## src/rtl/wav_pkg.sv

```systemverilog
// wav_pkg: FSM states, canonical WAV header layout and magic values shared by the player
package wav_pkg;
  localparam logic [2:0] ST_IDLE = 3'd0, ST_HDR = 3'd1, ST_FETCH = 3'd2, ST_HOLD = 3'd3, ST_DONE = 3'd4, ST_ERROR = 3'd5;
  localparam logic [5:0] RIFF_OFS = 6'd0, WAVE_OFS = 6'd8, FMT_OFS = 6'd20, CH_OFS = 6'd22, RATE_OFS = 6'd24;
  localparam logic [5:0] BITS_OFS = 6'd34, SIZE_OFS = 6'd40, DATA_OFS = 6'd44;
  localparam logic [31:0] RIFF_MAGIC = 32'h4646_4952, WAVE_MAGIC = 32'h4556_4157;
  localparam logic [15:0] FMT_PCM = 16'd1;
  // true when header byte i is either unchecked or matches its required value
  function automatic logic hdr_byte_ok(input logic [5:0] i, input logic [7:0] b);
    if (i[5:2] == RIFF_OFS[5:2]) return b == RIFF_MAGIC[{i[1:0], 3'b000} +: 8];
    if (i[5:2] == WAVE_OFS[5:2]) return b == WAVE_MAGIC[{i[1:0], 3'b000} +: 8];
    if (i[5:1] == FMT_OFS[5:1]) return b == FMT_PCM[{i[0], 3'b000} +: 8];
    return 1'b1;
  endfunction
endpackage

```

## src/rtl/wav_rate_gen.sv

```systemverilog
// wav_rate_gen: phase accumulator emitting rate ticks per CLK_HZ cycles
module wav_rate_gen #(
  parameter int unsigned CLK_HZ = 24000000
) (
  input  logic        clk_sys,
  input  logic        reset,
  input  logic [31:0] rate,
  input  logic        enable,
  input  logic        clear,
  output logic        tick
);
  logic [31:0] acc;
  logic [32:0] sum;
  assign sum = {1'b0, acc} + {1'b0, rate};
  assign tick = enable && !clear && sum >= 33'(CLK_HZ);
  always_ff @(posedge clk_sys or posedge reset)
    if (reset) acc <= '0;
    else if (clear) acc <= '0;
    else if (enable) acc <= tick ? 32'(sum - 33'(CLK_HZ)) : sum[31:0];
endmodule

```

## src/rtl/wav_stream_player.sv

```systemverilog
// wav_stream_player: parses a 44-byte PCM WAV header from DDRAM and streams mono 16-bit samples
module wav_stream_player
  import wav_pkg::*;
#(
  parameter int unsigned CLK_HZ = 24000000,
  parameter int          ADDR_W = 28
) (
  input  logic              clk_sys,
  input  logic              reset,
  input  logic              start,
  input  logic              loop,
  input  logic              pause,
  input  logic [ADDR_W-1:0] base_addr,
  output logic [ADDR_W-1:0] mem_addr,
  output logic              mem_rd,
  input  logic [7:0]        mem_data,
  input  logic              mem_ready,
  output logic [15:0]       pcm,
  output logic              sample_stb,
  output logic              playing,
  output logic              err,
  output logic              underrun
);
  logic [2:0] state, fb;
  logic [ADDR_W-1:0] base, ptr;
  logic [5:0] idx;
  logic [1:0] fidx;
  logic [15:0] ch, bits, l, r;
  logic [31:0] rate, size, rem, fbuf, size_n;
  logic [16:0] sum;
  logic pend, drop, bad, tick, got, hdr_ok, last, enable;
  assign got = pend && mem_ready;
  assign playing = state == ST_HDR || state == ST_FETCH || state == ST_HOLD;
  assign enable = (state == ST_FETCH || state == ST_HOLD) && !pause;
  assign fb = bits == 16'd16 ? (ch == 16'd2 ? 3'd4 : 3'd2) : (ch == 16'd2 ? 3'd2 : 3'd1);
  assign size_n = {mem_data, size[23:0]};
  assign hdr_ok = !bad && hdr_byte_ok(idx, mem_data) && (ch == 16'd1 || ch == 16'd2) &&
                  (bits == 16'd8 || bits == 16'd16) && rate != 32'd0 && rate <= CLK_HZ;
  assign last = rem - 32'(fb) < 32'(fb);
  assign l = bits == 16'd16 ? fbuf[15:0] : {fbuf[7:0] ^ 8'h80, 8'h00};
  assign r = bits == 16'd16 ? fbuf[31:16] : {fbuf[15:8] ^ 8'h80, 8'h00};
  assign sum = {l[15], l} + {r[15], r};
  wav_rate_gen #(.CLK_HZ(CLK_HZ)) u_rate (
    .clk_sys(clk_sys), .reset(reset), .rate(rate), .enable(enable), .clear(start), .tick(tick)
  );
  // drop marks an aborted read whose late mem_ready must be swallowed before reissuing
  always_ff @(posedge clk_sys or posedge reset)
    if (reset) begin
      state <= ST_IDLE; base <= '0; ptr <= '0; idx <= '0; fidx <= '0;
      ch <= '0; bits <= '0; rate <= '0; size <= '0; rem <= '0; fbuf <= '0;
      pend <= 1'b0; drop <= 1'b0; bad <= 1'b0; mem_rd <= 1'b0; mem_addr <= '0;
      pcm <= '0; sample_stb <= 1'b0; err <= 1'b0; underrun <= 1'b0;
    end else begin
      mem_rd <= 1'b0;
      sample_stb <= 1'b0;
      if (got) pend <= 1'b0;
      if (drop && mem_ready) drop <= 1'b0;
      if (start) begin
        state <= ST_HDR; base <= base_addr; ptr <= base_addr; idx <= '0; bad <= 1'b0;
        err <= 1'b0; underrun <= 1'b0; pend <= 1'b0; drop <= pend && !mem_ready;
      end else begin
        if ((state == ST_HDR || state == ST_FETCH) && !pend && !drop) begin
          mem_rd <= 1'b1; mem_addr <= ptr; pend <= 1'b1;
        end
        case (state)
          ST_HDR: if (got) begin
            ptr <= ptr + 1'b1; idx <= idx + 6'd1;
            bad <= bad || !hdr_byte_ok(idx, mem_data);
            if (idx[5:1] == CH_OFS[5:1]) ch[{idx[0], 3'b000} +: 8] <= mem_data;
            if (idx[5:1] == BITS_OFS[5:1]) bits[{idx[0], 3'b000} +: 8] <= mem_data;
            if (idx[5:2] == RATE_OFS[5:2]) rate[{idx[1:0], 3'b000} +: 8] <= mem_data;
            if (idx[5:2] == SIZE_OFS[5:2]) size[{idx[1:0], 3'b000} +: 8] <= mem_data;
            if (idx == DATA_OFS - 6'd1) begin
              if (!hdr_ok) begin state <= ST_ERROR; err <= 1'b1; end
              else if (size_n < 32'(fb)) state <= ST_DONE;
              else begin state <= ST_FETCH; rem <= size_n; fidx <= '0; end
            end
          end
          ST_FETCH: begin
            if (tick) underrun <= 1'b1;
            if (got) begin
              ptr <= ptr + 1'b1; fidx <= fidx + 2'd1;
              fbuf[{fidx, 3'b000} +: 8] <= mem_data;
              if ({1'b0, fidx} == fb - 3'd1) begin state <= ST_HOLD; fidx <= '0; end
            end
          end
          ST_HOLD: if (tick) begin
            pcm <= ch == 16'd2 ? 16'(sum >> 1) : l;
            sample_stb <= 1'b1;
            if (!last) begin rem <= rem - 32'(fb); state <= ST_FETCH; end
            else if (loop) begin rem <= size; ptr <= base + ADDR_W'(DATA_OFS); state <= ST_FETCH; end
            else state <= ST_DONE;
          end
          default: pcm <= '0;
        endcase
      end
    end
endmodule
```

## config.mk

```make
export PLATFORM = sky130hd
export DESIGN_NAME = wav_stream_player
export DESIGN_NICKNAME = d
export VERILOG_FILES = /design/src/rtl/wav_pkg.sv /design/src/rtl/wav_rate_gen.sv /design/src/rtl/wav_stream_player.sv
export SDC_FILE = /design/constraint.sdc
export NUM_CORES = 1
export LEC_CHECK = 0
export ABC_AREA = 0
export BUFFER_PORTS_ARGS = -buffer_cell sky130_fd_sc_hd__buf_2
export CAP_MARGIN = 15
export CORE_UTILIZATION = 30
export DETAILED_ROUTE_END_ITERATION = 12
export PLACE_DENSITY = 0.52
export SKIP_LAST_GASP = 1
export SYNTH_ARGS = -nofsm -noshare
export SYNTH_HDL_FRONTEND = slang
export SYNTH_SLANG_ARGS = --single-unit
```

## constraint.sdc

```tcl
create_clock -name clk_sys -period 10.8 [get_ports clk_sys]
set_input_delay 1.08 -clock clk_sys [delete_from_list [all_inputs] [get_ports clk_sys]]
set_output_delay 1.08 -clock clk_sys [all_outputs]
set_load 0.02 [all_outputs]
```

# Word-level counts from Yosys, hierarchy flattened
# Cells that the tools add are included.
# word_totals
ff_bits	310
inputBits	42
# op_classes
add_sub_neg	12
magnitude_cmp	4
eq_ne	34
shift	9
mux	102
bitwise	4
reduce_logical	55
# ops
op	n
$mux 32	10
$mux 28	5
$bwmux 32	3
$lt 32x3->1	2
$mux 16	4
$pmux 32 s2	1
$shift 8x7->32 const A	2
$shiftx 32x6->8 const A	2
$shiftx 8x7->32	2
$pmux 28 s2	1
$mux 1	51
$mux 3	12
$add 32x32->33	1
$ge 33x25->1 const B	1
$bwmux 16	2
$le 32x25->1 const B	1
$pmux 16 s2	1
$reduce_bool 32->1	1
$sub 32x25->32 const B	1
$sub 32x3->32	1
$add 28x1->28 const B	1
$add 28x6->28 const B	1
$eq 8x8->1	3
$reduce_and 4->1	5
other kinds (46)	106

# Logic depth before layout (Yosys ltp)
# Gate-level depths: netlist of the first run.
# depth
depth_word	25
ltp_mapped	26

# Modules after synthesis
# A second synthesis of the first run with hierarchy kept.
# hier_totals
hier_cells	2309
area_unflattened_um2	19678.9
# modules_own_cells
module	instances	cells_each	area_per_inst_um2	seq_area_each_um2
wav_stream_player	1	1771	15517.4	6956.7
wav_rate_gen	1	538	4161.5	800.8

# Least setup slack after synthesis of the first run
# OpenSTA, ideal clock, no wires.
# synth_path
path_kind	register to register
from	reg ch[11]
to	reg ptr[10]
arrival_time_ns	4.954
t_required_ns	10.675
path_slack_ns	5.721
path_stages_with_launch	26
n_path_buf	3
path_cell_list	dfrtp_1 -> nor4_1 -> nand4_1 -> nor3b_2 -> inv_1 -> clkbuf_1 -> ha_1 -> ha_1 -> inv_1 -> ha_1 -> nor2_1 -> xnor2_1 -> ha_1 -> or4_1 -> nor4_1 -> nand4_1 -> a21oi_1 -> nand4_1 -> a2111oi_0 -> and4b_1 -> buf_4 -> and3_4 -> a21oi_4 -> nor2_4 -> buf_6 -> mux2_4
# synth_between
elab_chain_cells	7
# synth_rtl
element	line_no	text
start: declaration	wav_stream_player.sv:28	logic [15:0] ch, bits, l, r;
start signal: indexed assignment	wav_stream_player.sv:69	if (idx[5:1] == CH_OFS[5:1]) ch[{idx[0], 3'b000} +: 8] <= mem_data;
$eq 16x2->1 (*)	wav_stream_player.sv:35	assign fb = bits == 16'd16 ? (ch == 16'd2 ? 3'd4 : 3'd2) : (ch == 16'd2 ? 3'd2 : 3'd1);
$mux 2 or $mux 3 (tied branches)	wav_stream_player.sv:35	
$mux 3 (*)	wav_stream_player.sv:35	
$sub 32x3->32	wav_stream_player.sv:39	assign last = rem - 32'(fb) < 32'(fb);
$lt 32x3->1 (*)	wav_stream_player.sv:39	
$ne 3x3->1 (no line) (*)	-	
$reduce_and 5->1 (no line) (*)	-	
end signal: assignment	wav_stream_player.sv:67	ptr <= ptr + 1'b1; idx <= idx + 6'd1;
end signal: assignment	wav_stream_player.sv:82	ptr <= ptr + 1'b1; fidx <= fidx + 2'd1;
end: declaration	wav_stream_player.sv:25	logic [ADDR_W-1:0] base, ptr;
# Every way passes the cells marked *; elsewhere a longest branch is shown, timed or not.
# A chain may end at the register's enable or synchronous reset.

# Worst setup path after layout of the first run
# layout_path
from	reg ch[2]
to	reg rem[17]
# layout_between
elab_chain_cells	8
# layout_rtl
element	line_no	text
$eq 16x2->1 or $eq 16x1->1 (tied branches)	wav_stream_player.sv:35, wav_stream_player.sv:37	
$mux 2, or another cell as far along	wav_stream_player.sv:35	
$mux 3 or $logic_and 1x1->1 (tied branches)	wav_stream_player.sv:35, wav_stream_player.sv:37	
$sub 32x3->32 or $logic_and 1x1->1 (tied branches)	wav_stream_player.sv:39, wav_stream_player.sv:90, wav_stream_player.sv:37	
$lt 32x3->1 or $logic_and 1x1->1 (tied branches)	wav_stream_player.sv:39, wav_stream_player.sv:38	
$mux 32 or $logic_and 1x1->1 (tied branches)	wav_stream_player.sv:90, wav_stream_player.sv:38	
$mux 32 or $ne 2x2->1 (tied branches)	-	
$pmux 32 s2 or $reduce_and 8->1 (tied branches)	-	
end signal: assignment	wav_stream_player.sv:50	ch <= '0; bits <= '0; rate <= '0; size <= '0; rem <= '0; fbuf <= '0;
end signal: assignment	wav_stream_player.sv:90	if (!last) begin rem <= rem - 32'(fb); state <= ST_FETCH; end
end signal: assignment	wav_stream_player.sv:91	else if (loop) begin rem <= size; ptr <= base + ADDR_W'(DATA_OFS); state <= ST_FETCH; end
end: declaration	wav_stream_player.sv:29	logic [31:0] rate, size, rem, fbuf, size_n;
# Several ways; a longest one is shown, not always the timed one. The select of a mux whose other input is x is not followed.

==> results.md, run 1 <==
- Status: finished, final reports clean
- Max frequency: 143 MHz
- FILL cells: about 6500
- Maxcap violations: 0
- GRT Util Overall: 18.4%
- Clk slew on worst S/H paths: 0.06 ns
- Setup violators final: 0
- Arr. time, crit path: 7.40 ns
- Yosys warns: 0
- Area leader, netlist: dfrtp_1
- Post-synthesis register bit count: 310
- FP Rows: 92
- CTS sink count: 310
- DRT antenna net count: 0
- Register area: 7760 um^2
- Post-CTS sizing: 0
- Port-buffer cells: 90
- Drt first pass iters: 6
- Leak pwr: 9.63 nW
- CP endpoint kind: flip-flop
- Slew Limit Fails: 0
- Final hold violation count: 0
- Ys async rst share: 100%
- Maximum VDD drop: 0.0988 mV
- Longest Clk Path Bufs: 3
- Hold Crit Class: reg -> reg
- Critical path startpoint category: flip-flop
- Die span in y: 257 um
- Clock latency on the worst-skew pair: 0.56 ns
- P&R area growth vs syn: 13.2%
- Syn nets: around 2400
- Share of cells above drive strength 1: 12.0%
- Post-CTS setup buffers: 0
- Initial Util: 30.6%
- Ranking of synthesized cells by area: dfrtp_1 40%, nand2_1 7.8%, o21ai_0 7.3%, ha_1 5.2%, mux2_2 3.3%
- Multi-input gate area: 11000 um^2
- Clock network power share: between 30% and 40%
- Initial antenna violation count: 3
- Mapped Cells: 2278
- Sw Share: between 30% and 40%
- Overflow after GRT: 0
- Final #Nets: between 2000 and 2500
- WP data required: 11.18 ns
- Tcrit/Tclk final: between 60% and 70%
- Post-route setup TNS: 0 ns
- Internal power: about 2.5 mW
- First-pass GRT wire length: 97.1 mm
- # DRC: 0
- Post-CTS Hold Buffers: 0
- Max_slew headroom: a little over a quarter
- Routed vias: 17100
- Per-cell routed wire length: 19.1 um
- Die Area: between 60000 and 70000 um^2
- Number of global-route vias before repair: 16700
- Mapped Area: 19500 um^2
- Drt total wl: 60.8 mm
- Placed instance area: 20600 um^2
- Diode count: 0
- Largest net degree at the start of global routing: between 100 and 150
- Clock root buffer: clkbuf_16
- RePlAce Congestion: 0.929
- Yosys cell types: just under 90
- CORE AREA: 63500 um^2
- IO Count: 91
- Final Skew: 0.0237 ns
- Most frequent cells in the layout: 406 x nand2_1, 310 x dfrtp_1, 284 x o21ai_0
- Post-route cell area: 22000 um^2
- Most common cell after layout, fill and taps aside: nand2_1
- Reg power frac: between 30% and 40%
- Share of the synthesized area in the top cell type: 39.9%
- Avg Cell Area, Syn: 8.54 um^2
- Worst Path Max Fanout: 30
- Die width: 257 um
- Pwr/cell area: 173 nW/um^2
- RSZ-0062 raised after global routing: no
- Vias per cell: between 5 and 6
- CTS HTree Levels: 2
- Psw: 1.32 mW
- TritonCTS clock tree: built
- Post-synth EDFFs: 0
- Final min period: 7.02 ns
- Hpwl dp: about 44 mm
- Top FF cell, synth: dfrtp_1
- Comb power frac: about a quarter
- Sequential area share after synthesis: about 40%
- TritonCTS buffer count: 39
- DRT iter0 DRCs: about 1300
- Actual slew at the worst max-slew pin: 1.09 ns
- Crit path kind: reg -> reg
## per-stage QoR
step	worst slack (ns)	util (%)	instances	hold WS, ns	power [mW]
floorplan	1.15	-	2278	0.442	2.15
global placement	4.03	32.5	3109	0.457	2.43
detailed placement	3.85	32.5	3109	0.457	2.45
CTS	3.74	34.6	3180	0.472	3.84
global route	3.07	34.6	3182	0.491	4.03
finish	3.78	34.6	3182	0.468	3.81
## cells in the mapped netlist, types with 17 or more instances
cell type  number
clkbuf_1       98
a21oi_1       128
nand2b_1       17
o211ai_1       17
xor2_1         39
nor2_1        138
a22o_1         17
a211oi_1       17
dfrtp_1       310
ha_1           81
mux2_4         17
nor4_1         41
nor3_1         59
nand3_1        59
mux2_2         57
nand2_1       406
or3_1          24
nand4_1        36
o21ai_0       284
xnor2_1        66
a21o_1         22
and2_1         26
nor2b_1        17
inv_1          58
## per-layer routing
metal	wire, um	global-route usage [%]	up-vias
met3	2690	2.36	93
met1	28300	25.6	8382
met4	1640	5.79	2
met2	28200	29.6	445
met5	12	0	-
li1	-	-	8198
## critical path, stage by stage, from the launching register on
cell and delay, ns:
dfrtp_1 0.38, nor4_1 0.39, nand4_1 0.27, nor3b_2 0.23, buf_4 0.25, inv_1 0.33, ha_1 0.38, ha_1 0.23
inv_1 0.06, ha_1 0.15, nor2_1 0.06, xnor2_1 0.16, ha_1 0.20, or4_1 0.41, nor4_1 0.20, nand4_1 0.12
a21oi_1 0.14, nand4_1 0.10, a2111oi_0 0.46, and4b_1 0.52, nand2b_1 0.19, a31oi_2 0.21, buf_4 0.37, nand2b_1 0.78
o21ai_0 0.24
## area by class of cell
class	count	share of cell area (%)
timing repair buffer	106	2.68
inverter	59	1.04
tap	846	4.81
clock buffer	51	5.10
sequential	310	35.2
clock inverter	20	1.03
multi-input combinational	1790	50.1
## power by group through the flow
| stage | Combinational (mW) | Clock, mW | Sequential (mW) |
|---|---|---|---|
| floorplan | 0.663 | 0 | 1.49 |
| global placement | 0.948 | 0 | 1.48 |
| detailed placement | 0.962 | 0 | 1.49 |
| CTS | 0.967 | 1.40 | 1.47 |
| global route | 1.08 | 1.45 | 1.49 |
| finish | 0.966 | 1.37 | 1.47 |
## cell families after synthesis
group | after synthesis | synth area share [%]
adder cells (fa/ha/maj) | 83 | 5.42
multiplexers | 86 | 5.23
XOR/XNOR | 106 | 4.84
AO/OA/AOI/OAI | 628 | 19.7
buffers and inverters | 178 | 3.61
flip-flops | 310 | 39.9
AND/OR/NAND/NOR | 887 | 21.3
## sequential cells by signal (all words and copies together), names as in the netlist, 2 cells and up
name,cells
pcm,16
size,32
state,3
ch,16
base,28
ptr,28
rate,32
fidx,2
idx,6
u_rate.acc,32
rem,32
fbuf,32
mem_addr,28
bits,16
## final timing paths
path                             start           to  slack, ns  depth (start not counted)
max                              ch[2]      rem[17]       3.78                         24
min                        mem_addr[8]  mem_addr[8]       0.47                          2
max reg2reg                      ch[2]      rem[17]       3.78                         24
min reg2reg                mem_addr[8]  mem_addr[8]       0.47                          2
max in group asynchronous        reset     rate[31]       8.59                          3
min in group asynchronous        reset     bits[14]       0.65                          2
Note: power is estimated with default switching activity, not from simulation.
==> run 2: changes to the inputs <==
- ABC_AREA: 0 -> 1
- PLACE_DENSITY: 0.52 -> 0.53
- clock period: 10.8 -> 6.2 ns (I/O delays scaled with it)
==> results.md, run 2 <==
- Status: finished, final reports clean
- Max stage delay on crit path: 0.48 ns
- Top FF cell, synth: dfrtp_1
- WP data required: between 6 and 7 ns
- Die width: between 200 and 300 um
- Actual slew at the worst max-slew pin: 1.09 ns
- IO Count: 91
- Area leader, netlist: dfrtp_1
- Post-Route M1 WL: 32.5 mm
- Post-synthesis register bit count: 310
- Initial Util: between 30% and 40%
- P&R area growth vs syn: 13.2%
- Adder-cell share of the synthesized area: 5.01%
- Crit path kind: reg -> reg
- Diode count: 0
- Final hold violation count: 0
- Crit path top cell by count: nand2_1
- Ys async rst share: 100%
- Sequential area share after synthesis: 36.9%
- Mapped Cells: 3096
- Compound-gate portion of the synthesized area: 12.7%
- Post-CTS sizing: 0
- Die Area: 71100 um^2
- Most frequent cells in the layout: 978 x nand2_1, 401 x inv_1, 310 x dfrtp_1
- Final min period: 5.42 ns
- Placed cells: 4039
- DRT iter0 DRCs: 1513
- Most common cell after layout, fill and taps aside: nand2_1
- Met3 WL post-DR: 3.32 mm
- Max_slew headroom: a little over a quarter
- Origin of the worst min-delay path: mem_ready
- Top Layer Used: met5
- Yosys warns: 0
- Post-route cell area: 23800 um^2
- Share of cells above drive strength 1: 6.88%
- Tcrit/Tclk final: 87.4%
- Mapped Area: 21000 um^2
- Final #Nets: 3277
- Placed instance area: 22300 um^2
- DRT antenna net count: 0
- TritonCTS buffer count: 42
- Die span in y: 267 um
- Share of the synthesized area in the top cell type: 36.9%
- Arr. time, crit path: 5.88 ns
- Vias per cell: 4.88
- Final core utilization: 34.5%
- Initial antenna violation count: 1
- Per-cell routed wire length: ~16 um
- Longest Clk Path Bufs: 3
- CP Launch Point: ch[4]
- CTS sink count: 310
- First-pass GRT wire length: 109 mm
- RePlAce Congestion: 0.930
- RSZ-0062 raised after global routing: no
- Clk slew on worst S/H paths: 0.05 ns
- Ranking of synthesized cells by area: dfrtp_1 37%, nand2_1 17%, inv_1 7.2%, o21ai_0 6.3%, nand3_1 5.9%
- Met2 WL: between 30 and 40 mm
- Post-synth EDFFs: 0
- CP endpoint kind: flip-flop
- CORE AREA: 68900 um^2
- Synth Area in Simple Gates: between 30 and 40%
- Worst R2R Start: ch[4]
- Syn nets: 3221
- Avg Cell Area, Syn: between 6 and 7 um^2
- Overflow after GRT: 0
- Post-CTS Hold Buffers: 0
- Final worst-path setup slack: around 0.8 ns
- Fin cells: roughly 4100
- Post-route setup TNS: 0 ns
- TritonCTS clock tree: built
- CP max stage cell: nand2_2
- Slew Limit Fails: 0
- FP Rows: 96
- Yosys cell types: 56
- Critical path startpoint category: flip-flop
- Pre-CTS WS: between 0.8 and 0.9 ns
- Largest net degree at the start of global routing: 158
- Synth cell count leaders: 978 x nand2_1, 402 x inv_1, 310 x dfrtp_1
- Number of global-route vias before repair: 19400
- Setup violators final: 0
- Largest family of logic cells by synthesized area: simple AND/OR/NAND/NOR gates
- Hpwl dp: 49.1 mm
- Drt total wl: 67.4 mm
- # DRC: 0
- Maximum VDD drop: roughly 0.21 mV
- Drt first pass iters: 5
- Post-CTS setup buffers: 0
- Most frequent cell after synthesis: nand2_1
- Maxcap violations: 0
- Clock latency on the worst-skew pair: 0.58 ns
- Post-synthesis xor/xnor area fraction: 1.83%
- Pwr/cell area: 282 nW/um^2
- Clock root buffer: clkbuf_16
- Max frequency: 185 MHz
- CTS HTree Levels: 2
- Mux cell area share after synthesis: 0.155%
- GRT Util Overall: a little under a fifth
- Port-buffer cells: 90
- Hold Crit Class: in -> reg
- Routed vias: 20100
- Final Skew: approximately 0.025 ns
- Worst Path Max Fanout: 29
- Leak pwr: 12.4 nW
## run 2: critical path: cells and delay by family (launching register included)
kind / cells / cell delay, ns
AO/OA/AOI/OAI: 2 / 0.40
adder cells (fa/ha/maj): 2 / 0.40
buffers and inverters: 4 / 0.59
flip-flops: 1 / 0.38
AND/OR/NAND/NOR: 21 / 3.51
## run 2: final timing paths
kind | end | slack (ns) | depth (start not counted)
setup / recovery | ptr[12] | 0.78 | 29
hold / removal | drop | 0.24 | 2
setup reg to reg | ptr[12] | 0.78 | 29
hold reg to reg | mem_addr[14] | 0.47 | 2
max in group asynchronous | u_rate.acc[10] | 5.12 | 3
min in group asynchronous | mem_addr[3] | 0.30 | 3
## run 2: metrics by stage
step	power [mW]	hold WS, ns
after floorplan	3.65	0.442
after global placement	4.15	0.459
after detailed placement	4.14	0.461
after CTS	6.77	0.208
after global routing	7.10	0.227
final	6.70	0.239
## run 2: area by class of cell
type                            count  area, um^2
Fill cell                        7509       45200
Clock buffer                       62        1210
Tap cell                          931        1160
Clock inverter                     12         240
Multi-Input combinational cell   2279       11300
Inverter                          412        1550
Sequential cell                   310        7760
Timing Repair Buffer              107         603
## run 2: report_power, final
part	leakage (nW)	total, mW	internal, mW	switching, mW
logic	7.70	1.64	0.482	1.16
registers	3.97	2.48	2.25	0.236
clock network	0.703	2.58	1.60	0.980
## run 2: cells by family (layout without fill, tap and decap cells)
logic type / count (synthesis) / after routing
simple gates: 1675 / 1675
buf+inv: 507 / 593
flops: 310 / 310
fa+ha+maj: 83 / 83
xor+xnor: 44 / 44
mux: 3 / 3
compound gates: 474 / 474
## run 2: metal layers
layer	track usage [%]	vias up
li1	-	10100
met1	26.7	9389
met2	30.9	444
met4	4.18	2
met3	2.80	77
met5	0	-
